`src/rtl/ifetch_if.sv`:
```
// Instruction-memory and decode-side bundle of the fetch unit.
// The fetch unit drives through master; memory and decode use slave.
interface ifetch_if;
  logic        o_imem_ren;
  logic [31:0] o_imem_raddr;
  logic        i_imem_rvalid;
  logic [31:0] i_imem_rdata;
  logic        o_id_valid;
  logic [31:0] o_id_inst;
  logic [31:0] o_id_pc;
  logic        i_id_ready;

  modport master (
    output o_imem_ren,
    output o_imem_raddr,
    input  i_imem_rvalid,
    input  i_imem_rdata,
    output o_id_valid,
    output o_id_inst,
    output o_id_pc,
    input  i_id_ready
  );

  modport slave (
    input  o_imem_ren,
    input  o_imem_raddr,
    output i_imem_rvalid,
    input  o_id_valid,
    input  o_id_inst,
    input  o_id_pc,
    output i_imem_rdata,
    output i_id_ready
  );
endinterface

```
`src/rtl/ifetch.sv`:
```
// Credit-limited instruction fetch: in-order tag FIFO for reads in
// flight, entry FIFO toward decode, flush with response discard.
module ifetch #(
  parameter logic [31:0] RESET_ADDR = 32'h0000_0000,
  parameter int          DEPTH      = 2
) (
  input  logic        i_clk,
  input  logic        i_rst,
  input  logic [31:0] i_pc,
  input  logic        i_halt,
  input  logic        i_flush,
  output logic        o_pc_adv,
  output logic        o_err,
  ifetch_if.master    bus
);

  localparam logic [31:0] NOP  = 32'h0000_0013;
  localparam logic [2:0]  DEP  = 3'(DEPTH);
  localparam logic [1:0]  LAST = 2'(DEPTH - 1);

  logic [2:0]  outst;
  logic [2:0]  cnt;
  logic [2:0]  disc;
  logic [1:0]  t_rd;
  logic [1:0]  t_wr;
  logic [1:0]  e_rd;
  logic [1:0]  e_wr;
  logic [31:0] last_pc;
  logic        err;

  logic [31:0] tag_q  [4];
  logic [31:0] inst_q [4];
  logic [31:0] pc_q   [4];

  logic has;
  logic issue;
  logic resp;
  logic drop;
  logic acc;
  logic pop;

  function automatic logic [1:0] nxt(input logic [1:0] p);
    return (p == LAST) ? 2'd0 : p + 2'd1;
  endfunction

  assign has   = (cnt != 3'd0);
  assign issue = ~i_halt & ~i_flush & ((outst + cnt) < DEP);
  assign resp  = bus.i_imem_rvalid & (outst != 3'd0);
  assign drop  = resp & (disc != 3'd0);
  assign acc   = resp & (disc == 3'd0) & ~i_flush;
  assign pop   = has & bus.i_id_ready & ~i_flush;

  // reset gates the request outputs without feeding flop inputs
  assign bus.o_imem_ren   = issue & ~i_rst;
  assign o_pc_adv         = issue & ~i_rst;
  assign bus.o_imem_raddr = i_pc;
  assign bus.o_id_valid   = has;
  assign bus.o_id_inst    = has ? inst_q[e_rd] : NOP;
  assign bus.o_id_pc      = has ? pc_q[e_rd] : last_pc;
  assign o_err            = err;

  always_ff @(posedge i_clk or posedge i_rst) begin
    if (i_rst) begin
      outst   <= 3'd0;
      cnt     <= 3'd0;
      disc    <= 3'd0;
      t_rd    <= 2'd0;
      t_wr    <= 2'd0;
      e_rd    <= 2'd0;
      e_wr    <= 2'd0;
      last_pc <= RESET_ADDR;
      err     <= 1'b0;
    end else begin
      if (bus.i_imem_rvalid && outst == 3'd0)
        err <= 1'b1;
      if (i_flush) begin
        // reads still in flight after this edge must all be dropped
        cnt   <= 3'd0;
        t_rd  <= 2'd0;
        t_wr  <= 2'd0;
        e_rd  <= 2'd0;
        e_wr  <= 2'd0;
        outst <= outst - {2'b0, resp};
        disc  <= outst - {2'b0, resp};
      end else begin
        if (issue)
          t_wr <= nxt(t_wr);
        if (acc) begin
          t_rd <= nxt(t_rd);
          e_wr <= nxt(e_wr);
        end
        if (pop) begin
          e_rd    <= nxt(e_rd);
          last_pc <= pc_q[e_rd];
        end
        if (drop)
          disc <= disc - 3'd1;
        case ({issue, resp})
          2'b10: if (outst != DEP) outst <= outst + 3'd1;
          2'b01: outst <= outst - 3'd1;
          default: ;
        endcase
        case ({acc, pop})
          2'b10: if (cnt != DEP) cnt <= cnt + 3'd1;
          2'b01: cnt <= cnt - 3'd1;
          default: ;
        endcase
      end
    end
  end

  always_ff @(posedge i_clk) begin
    if (issue)
      tag_q[t_wr] <= i_pc;
    if (acc) begin
      inst_q[e_wr] <= bus.i_imem_rdata;
      pc_q[e_wr]   <= tag_q[t_rd];
    end
  end

endmodule

```
`src/flat_wrapper.sv`:
```
// flat-port wrapper written by rule: the top's interface ports become plain ports
module ifetch_flat 
#(
  parameter logic [31:0] RESET_ADDR = 32'h0000_0000,
  parameter int          DEPTH      = 2
)
  (i_clk, i_rst, i_pc, i_halt, i_flush, o_pc_adv, o_err, bus_o_imem_ren, bus_o_imem_raddr, bus_i_imem_rvalid, bus_i_imem_rdata, bus_o_id_valid, bus_o_id_inst, bus_o_id_pc, bus_i_id_ready);
  ifetch_if bus_i ();
  input  logic i_clk;
  input  logic i_rst;
  input  logic [31:0] i_pc;
  input  logic i_halt;
  input  logic i_flush;
  output logic o_pc_adv;
  output logic o_err;
  output wire logic [$bits(bus_i.o_imem_ren)-1:0] bus_o_imem_ren;
  output wire logic [$bits(bus_i.o_imem_raddr)-1:0] bus_o_imem_raddr;
  input wire logic [$bits(bus_i.i_imem_rvalid)-1:0] bus_i_imem_rvalid;
  input wire logic [$bits(bus_i.i_imem_rdata)-1:0] bus_i_imem_rdata;
  output wire logic [$bits(bus_i.o_id_valid)-1:0] bus_o_id_valid;
  output wire logic [$bits(bus_i.o_id_inst)-1:0] bus_o_id_inst;
  output wire logic [$bits(bus_i.o_id_pc)-1:0] bus_o_id_pc;
  input wire logic [$bits(bus_i.i_id_ready)-1:0] bus_i_id_ready;
  assign bus_o_imem_ren = bus_i.o_imem_ren;
  assign bus_o_imem_raddr = bus_i.o_imem_raddr;
  assign bus_i.i_imem_rvalid = bus_i_imem_rvalid;
  assign bus_i.i_imem_rdata = bus_i_imem_rdata;
  assign bus_o_id_valid = bus_i.o_id_valid;
  assign bus_o_id_inst = bus_i.o_id_inst;
  assign bus_o_id_pc = bus_i.o_id_pc;
  assign bus_i.i_id_ready = bus_i_id_ready;
  ifetch #(.RESET_ADDR(RESET_ADDR), .DEPTH(DEPTH)) u_core (.i_clk(i_clk), .i_rst(i_rst), .i_pc(i_pc), .i_halt(i_halt), .i_flush(i_flush), .o_pc_adv(o_pc_adv), .o_err(o_err), .bus(bus_i));
endmodule
```
`config.mk`:
```
export PLATFORM = sky130hd
export DESIGN_NAME = ifetch_flat
export DESIGN_NICKNAME = d
export VERILOG_FILES = /design/src/rtl/ifetch_if.sv /design/src/rtl/ifetch.sv /design/src/flat_wrapper.sv
export SDC_FILE = /design/constraint.sdc
export NUM_CORES = 1
export LEC_CHECK = 0
export BUFFER_PORTS_ARGS = -buffer_cell sky130_fd_sc_hd__buf_4
export CORE_ASPECT_RATIO = 1.2
export CORE_MARGIN = 2
export CORE_UTILIZATION = 50
export DETAILED_ROUTE_END_ITERATION = 6
export GPL_ROUTABILITY_DRIVEN = 0
export PLACE_DENSITY_LB_ADDON = 0.08
export SLEW_MARGIN = 20
export SYNTH_ARGS = -nofsm -noshare
export SYNTH_HDL_FRONTEND = slang
export SYNTH_SLANG_ARGS = --single-unit
```
`constraint.sdc`:
```
create_clock -name i_clk -period 15.92 [get_ports i_clk]
set_input_delay 2.388 -clock i_clk [delete_from_list [all_inputs] [get_ports i_clk]]
set_output_delay 2.388 -clock i_clk [all_outputs]
set_load 0.1 [all_outputs]
```
---- Word-level counts from Yosys, hierarchy flattened ----
Memories as Yosys holds them, arrays and structs flattened.
Index checks and enable logic that the tools add are counted.
W data, S select, Z words.
operators by class
  $mul .................................... 0
  reduce and logical (&&, ||, !) cells .... 15
  $add $sub $neg .......................... 11
  equal/unequal tests ..................... 12
  muxes and demuxes ....................... 26
  $lt $le $gt $ge ......................... 1
  bitwise logic cells ..................... 12
  shift-type cells ........................ 0
  divide/modulo/power cells ............... 0
operators with widths
  operator               number
  $mux W32               2
  $mux W2                12
  $mux W3                6
  $reduce_bool A3 Y1     5
  $eq A2 B1 Y1 const B   6
  $ne A3 B2 Y1 const B   4
  $pmux W3 S2            2
  $and A1 B1 Y1          9
  $sub A3 B1 Y3 const B  3
  $add A2 B1 Y2 const B  4
  $reduce_bool A2 Y1     4
  $add A3 B1 Y3 const B  2
  $logic_not A3 Y1       2
  $reduce_and A2 Y1      3
  $eq A2 B2 Y1 const B   2
  $mux W1                4
  $add A3 B3 Y3          1
  $lt A3 B2 Y1 const B   1
  $not A1 Y1             3
  $sub A3 B1 Y3          1
  $logic_and A1 B1 Y1    1
word-level totals
  register bits after elaboration ......... 50
  memories kept ........................... 3
  memory bits (read-only) ................. 0
  bits in latches ......................... 0
  word-level logic and storage cells ...... 89
  memory bits (writable) .................. 384
memories
  name           words  bits a word  read ports  clocked after memory_dff  wr ports  line          source
  u_core.inst_q  4      32           1           0                         1         ifetch.sv:32  logic [31:0] inst_q [4];
  u_core.pc_q    4      32           1           0                         1         ifetch.sv:33  logic [31:0] pc_q [4];
  u_core.tag_q   4      32           1           0                         1         ifetch.sv:31  logic [31:0] tag_q [4];

---- Depth between registers and ports, before layout ----
Gate-level depths: netlist of run 1.
  depth after elaboration ................. 7
  depth in mapped cells ................... 14

---- Least setup slack after synthesis of run 1 ----
OpenSTA, ideal clock, no wires.
  path kind ............................... input -> register
  from .................................... in bus_i_imem_rvalid
  to ...................................... mem u_core.inst_q[3][0] (enable)
  cell stages on the path ................. 6
  arrival time ............................ 7.613 ns
  buffers on the path ..................... 1
  setup slack ............................. 7.729 ns
  setup time .............................. 0.578 ns
  cell sequence ........................... o31ai_4 -> inv_2 -> and2_1 -> buf_2 -> nand2_1 -> nor3b_1
between the ends
  longest elaborated chain between the ends .. 5
RTL lines
  item                           line                source
  start, declared                flat_wrapper.sv:18  input wire logic [$bits(bus_i.i_imem_rvalid)-1:0] bus_i_imem_rvalid;
  $and A1 B1 Y1                  ifetch.sv:48        assign resp = bus.i_imem_rvalid & (outst != 3'd0);
  $and A1 B1 Y1 (2 in a row)     ifetch.sv:50        assign acc = resp & (disc == 3'd0) & ~i_flush;
  $mux W1                        ifetch.sv:115       if (acc) begin
  $mux W1 (not written as such)  ifetch.sv:116       inst_q[e_wr] <= bus.i_imem_rdata;
  end, declared                  ifetch.sv:32
No other way between the ends.

---- Worst setup path in the final report of run 1 ----
  from .................................... in i_flush
  to ...................................... out bus_o_imem_ren
between the ends
  longest elaborated chain between the ends .. 4
RTL lines
  item                         line                source
  start, declared              flat_wrapper.sv:13  input logic i_flush;
  $not A1 Y1 (no source line)  n/a
  $and A1 B1 Y1 (2 in a row)   ifetch.sv:47        assign issue = ~i_halt & ~i_flush & ((outst + cnt) < DEP);
  $and A1 B1 Y1                ifetch.sv:54        assign bus.o_imem_ren = issue & ~i_rst;
  end, declared                flat_wrapper.sv:16  output wire logic [$bits(bus_i.o_imem_ren)-1:0] bus_o_imem_ren;
No other way between the ends.

==> results of run 1 <==
-- flip-flops by register name, summed over array words and instances, names as in the netlist --
signal and flops:
u_core.inst_q 128, u_core.pc_q 128, u_core.tag_q 128, u_core.last_pc 32
u_core.cnt 3, u_core.disc 3, u_core.outst 3, u_core.e_rd 2
u_core.e_wr 2, u_core.t_rd 2, u_core.t_wr 2, u_core.o_err 1
-- cells by family after synthesis --
logic type	synth area share (%)
flops	74.9
simple gates	4.88
mux	14.8
buf+inv	2.77
compound gates	1.37
xor+xnor	0.594
fa+ha+maj	0.601
-- Yosys cell counts (6+ instances only) --
cell type	instances	area, µm²
buf_4	33	248
edfxtp_1	384	11500
nor2_1	14	52.6
nor3_1	6	30.0
buf_2	12	60.1
clkbuf_1	26	97.6
mux2_2	32	360
inv_1	7	26.3
nand2_1	110	413
o21ai_0	9	45.0
and3_1	6	37.5
and2_1	30	188
mux4_2	96	2160
dfrtp_1	50	1250
-- power breakdown --
group	switching [mW]	internal [mW]
clock network	0.397	0.589
registers	0.0350	1.32
logic	0.493	0.182
-- final cells by class --
type / instances / area (µm²) / share of cell area [%]
Tap cell: 456 / 571 / 2.84
Clock buffer: 68 / 1290 / 6.44
Sequential cell: 434 / 12800 / 63.8
Multi-Input combinational cell: 360 / 3860 / 19.2
Clock inverter: 11 / 104 / 0.518
Inverter: 9 / 33.8 / 0.168
Timing Repair Buffer: 186 / 1410 / 7.02
-- how the worst max path moves through the flow --
stage	cells past startpoint	end	slack, ns	startpoint
6_report	5	bus_o_imem_ren	9.80	i_flush
5_1_grt	5	o_pc_adv	9.70	i_flush
4_1_cts	5	bus_o_imem_ren	9.80	i_flush
3_5_place_dp	5	bus_o_imem_ren	9.81	i_flush
3_3_place_gp	5	o_pc_adv	9.84	i_flush
2_1_floorplan	6	u_core.inst_q[3][0]$_DFFE_PP_	7.73	bus_i_imem_rvalid
-- per-stage QoR --
stage / util, % / worst slack, ns
after floorplan: - / 7.73
after global placement: 55.2 / 9.84
after detailed placement: 55.2 / 9.81
after CTS: 59.4 / 9.80
after global routing: 59.4 / 9.70
final: 59.4 / 9.80
-- worst reg2reg max path: cells and delay by family, from the launching register on --
family,cells,cell delay [ns]
AND/OR/NAND/NOR,4,1.44
adder cells (fa/ha/maj),1,0.15
buffers and inverters,2,0.79
flip-flops,1,0.36
-- cells in the final DEF, fill, tap and decap left out, types with 4 or more instances in the layout --
master and n:
nand2b_1 4, mux2_2 32, clkbuf_1 15, clkbuf_8 8, nor2_1 11, and3_1 4, dfrtp_1 46, o21ai_0 9
xnor2_1 5, and2_1 30, nand2_1 110, buf_4 185, xor2_1 4, ha_1 5, a21oi_1 5, clkbuf_16 45
edfxtp_1 384, inv_1 6, clkinv_1 4, clkinv_2 4, mux4_2 96
-- metal layers --
| metal | track usage [%] | up-vias | wire [µm] |
|---|---|---|---|
| met3 | 3.20 | 46 | 1550 |
| met4 | 5.59 | 0 | 701 |
| met5 | 0 | - | 0 |
| met1 | 24.1 | 4281 | 13300 |
| li1 | - | 3709 | - |
| met2 | 33.0 | 223 | 16700 |
==> impl_metrics.tcl, run 1 <==
set metrics [dict create \
    core_area_mm2 0.0338 \
    drc 0 \
    hold-worst-slack_ns 0.469 \
    tightest_slew_ns 1.05 \
    post_cts_resized 0 \
    maxCapViolCount 0 \
    synth_cell_type_count 45 \
    final_hold_viol_count 0 \
    synthToLayoutAreaGrowth_pct 17.6 \
    clockBufferDepth 3 \
    syn-num-nets 956 \
    path_cells "buf_4 -> nand2b_1 -> or3_1 -> nor2_1 -> buf_4" \
    seq_area_frac_synth_pct 74.9 \
    cts-root-buf "clkbuf_16" \
    reg2reg_slack_ns 12.77 \
    die_area_mm2 0.0356 \
    tns_ns 0 \
    syn_area_mm2 0.0171 \
    port_buffers 169 \
    dp_hpwl_mm 18.2 \
    fin_crit_sh_pct 38.5 \
    relSlewSlack_pct 29.7 \
    final_nets 1111 \
    avgViaCountPerCell 5.42 \
    worstPathArrival_ns 3.73 \
    wire_per_inst_um 21.2 \
    diodes 0 \
    antenna_found_initial 0 \
    path_max_fanout 24 \
    ys_ff_latch 434 \
    fillers 2539 \
    ys_warn_count 0 \
    syn_avg_cell_area_um2 19.4 \
    setup_viol 0 \
    clk_latency_ns 0.54 \
    crit-reg2reg-launch "u_core.disc[0]$_DFFE_PP0P_" \
    fin_area_mm2 0.0201 \
    dpl_cell_area_mm2 0.0187 \
    crit_required_ns 13.53 \
    grt_pass1_wl_mm 50.6 \
    first_global_vias 8728 \
    instances_no_fill 1524 \
    rsz0062_at_grt "false" \
    min_period_ns 6.12 \
    hold_path_startpoint "u_core.o_err$_DFFE_PP0P_" \
    grt.overflow.total 0 \
    rr_endpoint "u_core.inst_q[0][14]$_DFFE_PP_" \
    p_leak_nw 7.03 \
    cp_top_family "simple AND/OR/NAND/NOR gates" \
    hp-class "flip-flop to flip-flop" \
    clkTransAtPathRegs_ns 0.06 \
    htreeDepth 2 \
    irDropWorstVdd_v 0.0000985 \
    grt_max_degree 66 \
    start_util_pct 50.5 \
    slew_viol_final 0 \
    ioPinCount 170 \
    fmax_mhz 163 \
    ant_nets 0 \
    worstSetupEndpointType "output port" \
    synth_flop_cell "edfxtp_1" \
    critPathBufInv 2 \
    cts_buffers 43 \
    grt_util_all_layers_pct 18.7 \
    critPathKind "input port to output port" \
    clkSinkCount 434 \
    status "finished clean" \
    holdPathStages 1 \
    total_power_mw 3.01 \
    fin_worst_skew_ns 0.0171 \
    drt_iter0_markers 607 \
    firstDrtPassIters 5 \
    crit_path_max_incr_delay_ns 0.46 \
    die_w_um 173 \
    hold_buffers 0 \
    cts_tree "built" \
    whs_endpoint "u_core.o_err$_DFFE_PP0P_" \
    synth_edf_count 384 \
    via_count 8259 \
    cts_setup_buffers 0 \
    slowest_stage "or3_1" \
    reg2reg_depth 7 \
    synthCells 879 \
    die_h_um 206 \
    synth-async-reset-ratio_pct 11.5 \
    p_per_area_mw_per_mm2 150 \
    setup.worst_path.start_class "input port" \
    drive_gt1_share_pct 37.3 \
    dp_cells 1445 \
    crit_top_cell "buf_4" \
    row_count 74 \
    wirelength_mm 32.3 \
]
(Power assumes the default switching activity.)
==> inputs of run 2 (changes only) <==
clock period = 5.6 ns   (was 15.92 ns; I/O delays follow)
==> impl_metrics.tcl, run 2 (same netlist as run 1, synthesis figures left out) <==
set metrics [dict create \
    die_h_um 206 \
    grt.overflow.total 0 \
    diodes 0 \
    cp_top_family "buffers and inverters" \
    irDropWorstVdd_v 0.000366 \
    start_util_pct 50.5 \
    cts_setup_buffers 0 \
    p_leak_nw 7.00 \
    p_per_area_mw_per_mm2 421 \
    hold_buffers 0 \
    grt_pass1_wl_mm 49.3 \
    crit_top_cell "buf_4" \
    min_period_ns 3.82 \
    fin_crit_sh_pct 68.3 \
    cts-root-buf "clkbuf_16" \
    core_area_mm2 0.0338 \
    biggestRegsByFlops "u_core.inst_q (128), u_core.pc_q (128), u_core.tag_q (128)" \
    grt_max_degree 66 \
    via_count 8200 \
    crit_path_max_incr_delay_ns 0.69 \
    clkSinkCount 434 \
    drc 0 \
    final_nets 1109 \
    rsz0062_at_grt "false" \
    first_global_vias 8536 \
    path_cells "nor3_2 -> buf_4 -> inv_2 -> buf_4 -> nand2_1 -> nand2_1 -> buf_4" \
    final_common_cell "edfxtp_1" \
    hp-class "input port to async pin" \
    dp_hpwl_mm 18.6 \
    status "finished clean" \
    layout_common_cells "edfxtp_1 (384), buf_4 (180), nand2_1 (110)" \
    wire_per_inst_um 20.7 \
    wirelength_mm 31.5 \
    worstSetupEndpointType "output port" \
    firstDrtPassIters 5 \
    ant_nets 0 \
    avgViaCountPerCell 5.39 \
    tns_ns 0 \
    drt_iter0_markers 617 \
    crit_required_ns 4.76 \
    setup_viol 0 \
    fin_worst_skew_ns 0.0178 \
    clk_latency_ns 0.53 \
    htreeDepth 2 \
    post_cts_resized 0 \
    antenna_found_initial 0 \
    die_area_mm2 0.0356 \
    relSlewSlack_pct 30.9 \
    cts_tree "built" \
    synthToLayoutAreaGrowth_pct 17.4 \
    cts_buffers 42 \
    maxCapViolCount 0 \
    ioPinCount 170 \
    path_max_fanout 44 \
    fmax_mhz 261 \
    slew_viol_final 0 \
    worstPathArrival_ns 2.98 \
    clockBufferDepth 3 \
    slowest_stage "inv_2" \
    critPathBufInv 4 \
    tightest_slew_ns 1.04 \
    row_count 74 \
    drive_gt1_share_pct 36.8 \
    placement.setup.worst_slack_ns 2.22 \
    die_w_um 173 \
    setup.worst_path.start_class "flip-flop" \
    final_hold_viol_count 0 \
    crit-reg2reg-launch "u_core.outst[1]$_DFFE_PP0P_" \
    critPathKind "flip-flop to output port" \
    port_buffers 169 \
    crit_path_start "u_core.cnt[0]$_DFFE_PP0P_" \
    clkTransAtPathRegs_ns 0.06 \
    layout_setup_ws_ns 1.78 \
    grt_util_all_layers_pct 18.1 \
    final_util_pct 59.3 \
]
## run 2: power breakdown
group | switching [mW] | total, mW | internal [mW] | leakage (nW)
combinational | 1.39 | 1.92 | 0.521 | 2.26
clock | 1.11 | 2.65 | 1.54 | 0.634
sequential | 0.105 | 3.85 | 3.75 | 4.11
total | 2.61 | 8.42 | 5.81 | 7.00
## run 2: path summary, 6_finish.rpt
check	end	slack, ns	cells past startpoint
min in group i_clk	u_core.o_err$_DFFE_PP0P_	0.47	1
worst max register to register	u_core.outst[1]$_DFFE_PP0P_	2.52	12
worst min-delay path	u_core.last_pc[9]$_DFFE_PP0P_	0.20	2
max in group asynchronous	u_core.e_rd[1]$_DFFE_PP0P_	4.48	3
worst max-delay path	bus_o_id_pc[15]	1.78	7
worst min register to register	u_core.o_err$_DFFE_PP0P_	0.47	1
## run 2: area by class of cell
| type | instances | area [µm²] |
|---|---|---|
| clock buffers | 58 | 1160 |
| clock inverters | 19 | 139 |
| fillers | 2559 | 13800 |
| inverters | 9 | 33.8 |
| multi-input cells | 360 | 3870 |
| flip-flops and latches | 434 | 12800 |
| well taps | 456 | 571 |
| repair buffers | 185 | 1460 |
## run 2: worst register-to-register path, cell delays in order, from the launching register on
cell,delay (ns)
dfrtp_1,0.51
inv_1,0.20
fa_1,0.43
xnor3_1,0.19
or3_1,0.52
nand2_1,0.18
nand2_1,0.07
o31ai_1,0.09
ha_1,0.30
o21ai_0,0.20
nand3b_1,0.09
o21ai_0,0.09
o31ai_1,0.09
## run 2: layer usage
layer	global-route usage (%)	vias up	wire, µm
li1	-	3699	-
met4	4.73	0	570
met2	32.3	214	16300
met1	23.4	4245	13100
met5	0	-	0
met3	3.00	42	1600
## run 2: through the flow
stage	instances	total power, mW	hold slack (ns)	instance area (µm²)
2_1_floorplan	879	5.42	0.481	17100
3_3_place_gp	1441	5.83	0.460	18700
3_5_place_dp	1443	5.85	0.465	18700
4_1_cts	1520	8.52	0.178	20000
5_1_grt	1521	8.76	0.188	20000
6_report	1521	8.42	0.202	20000
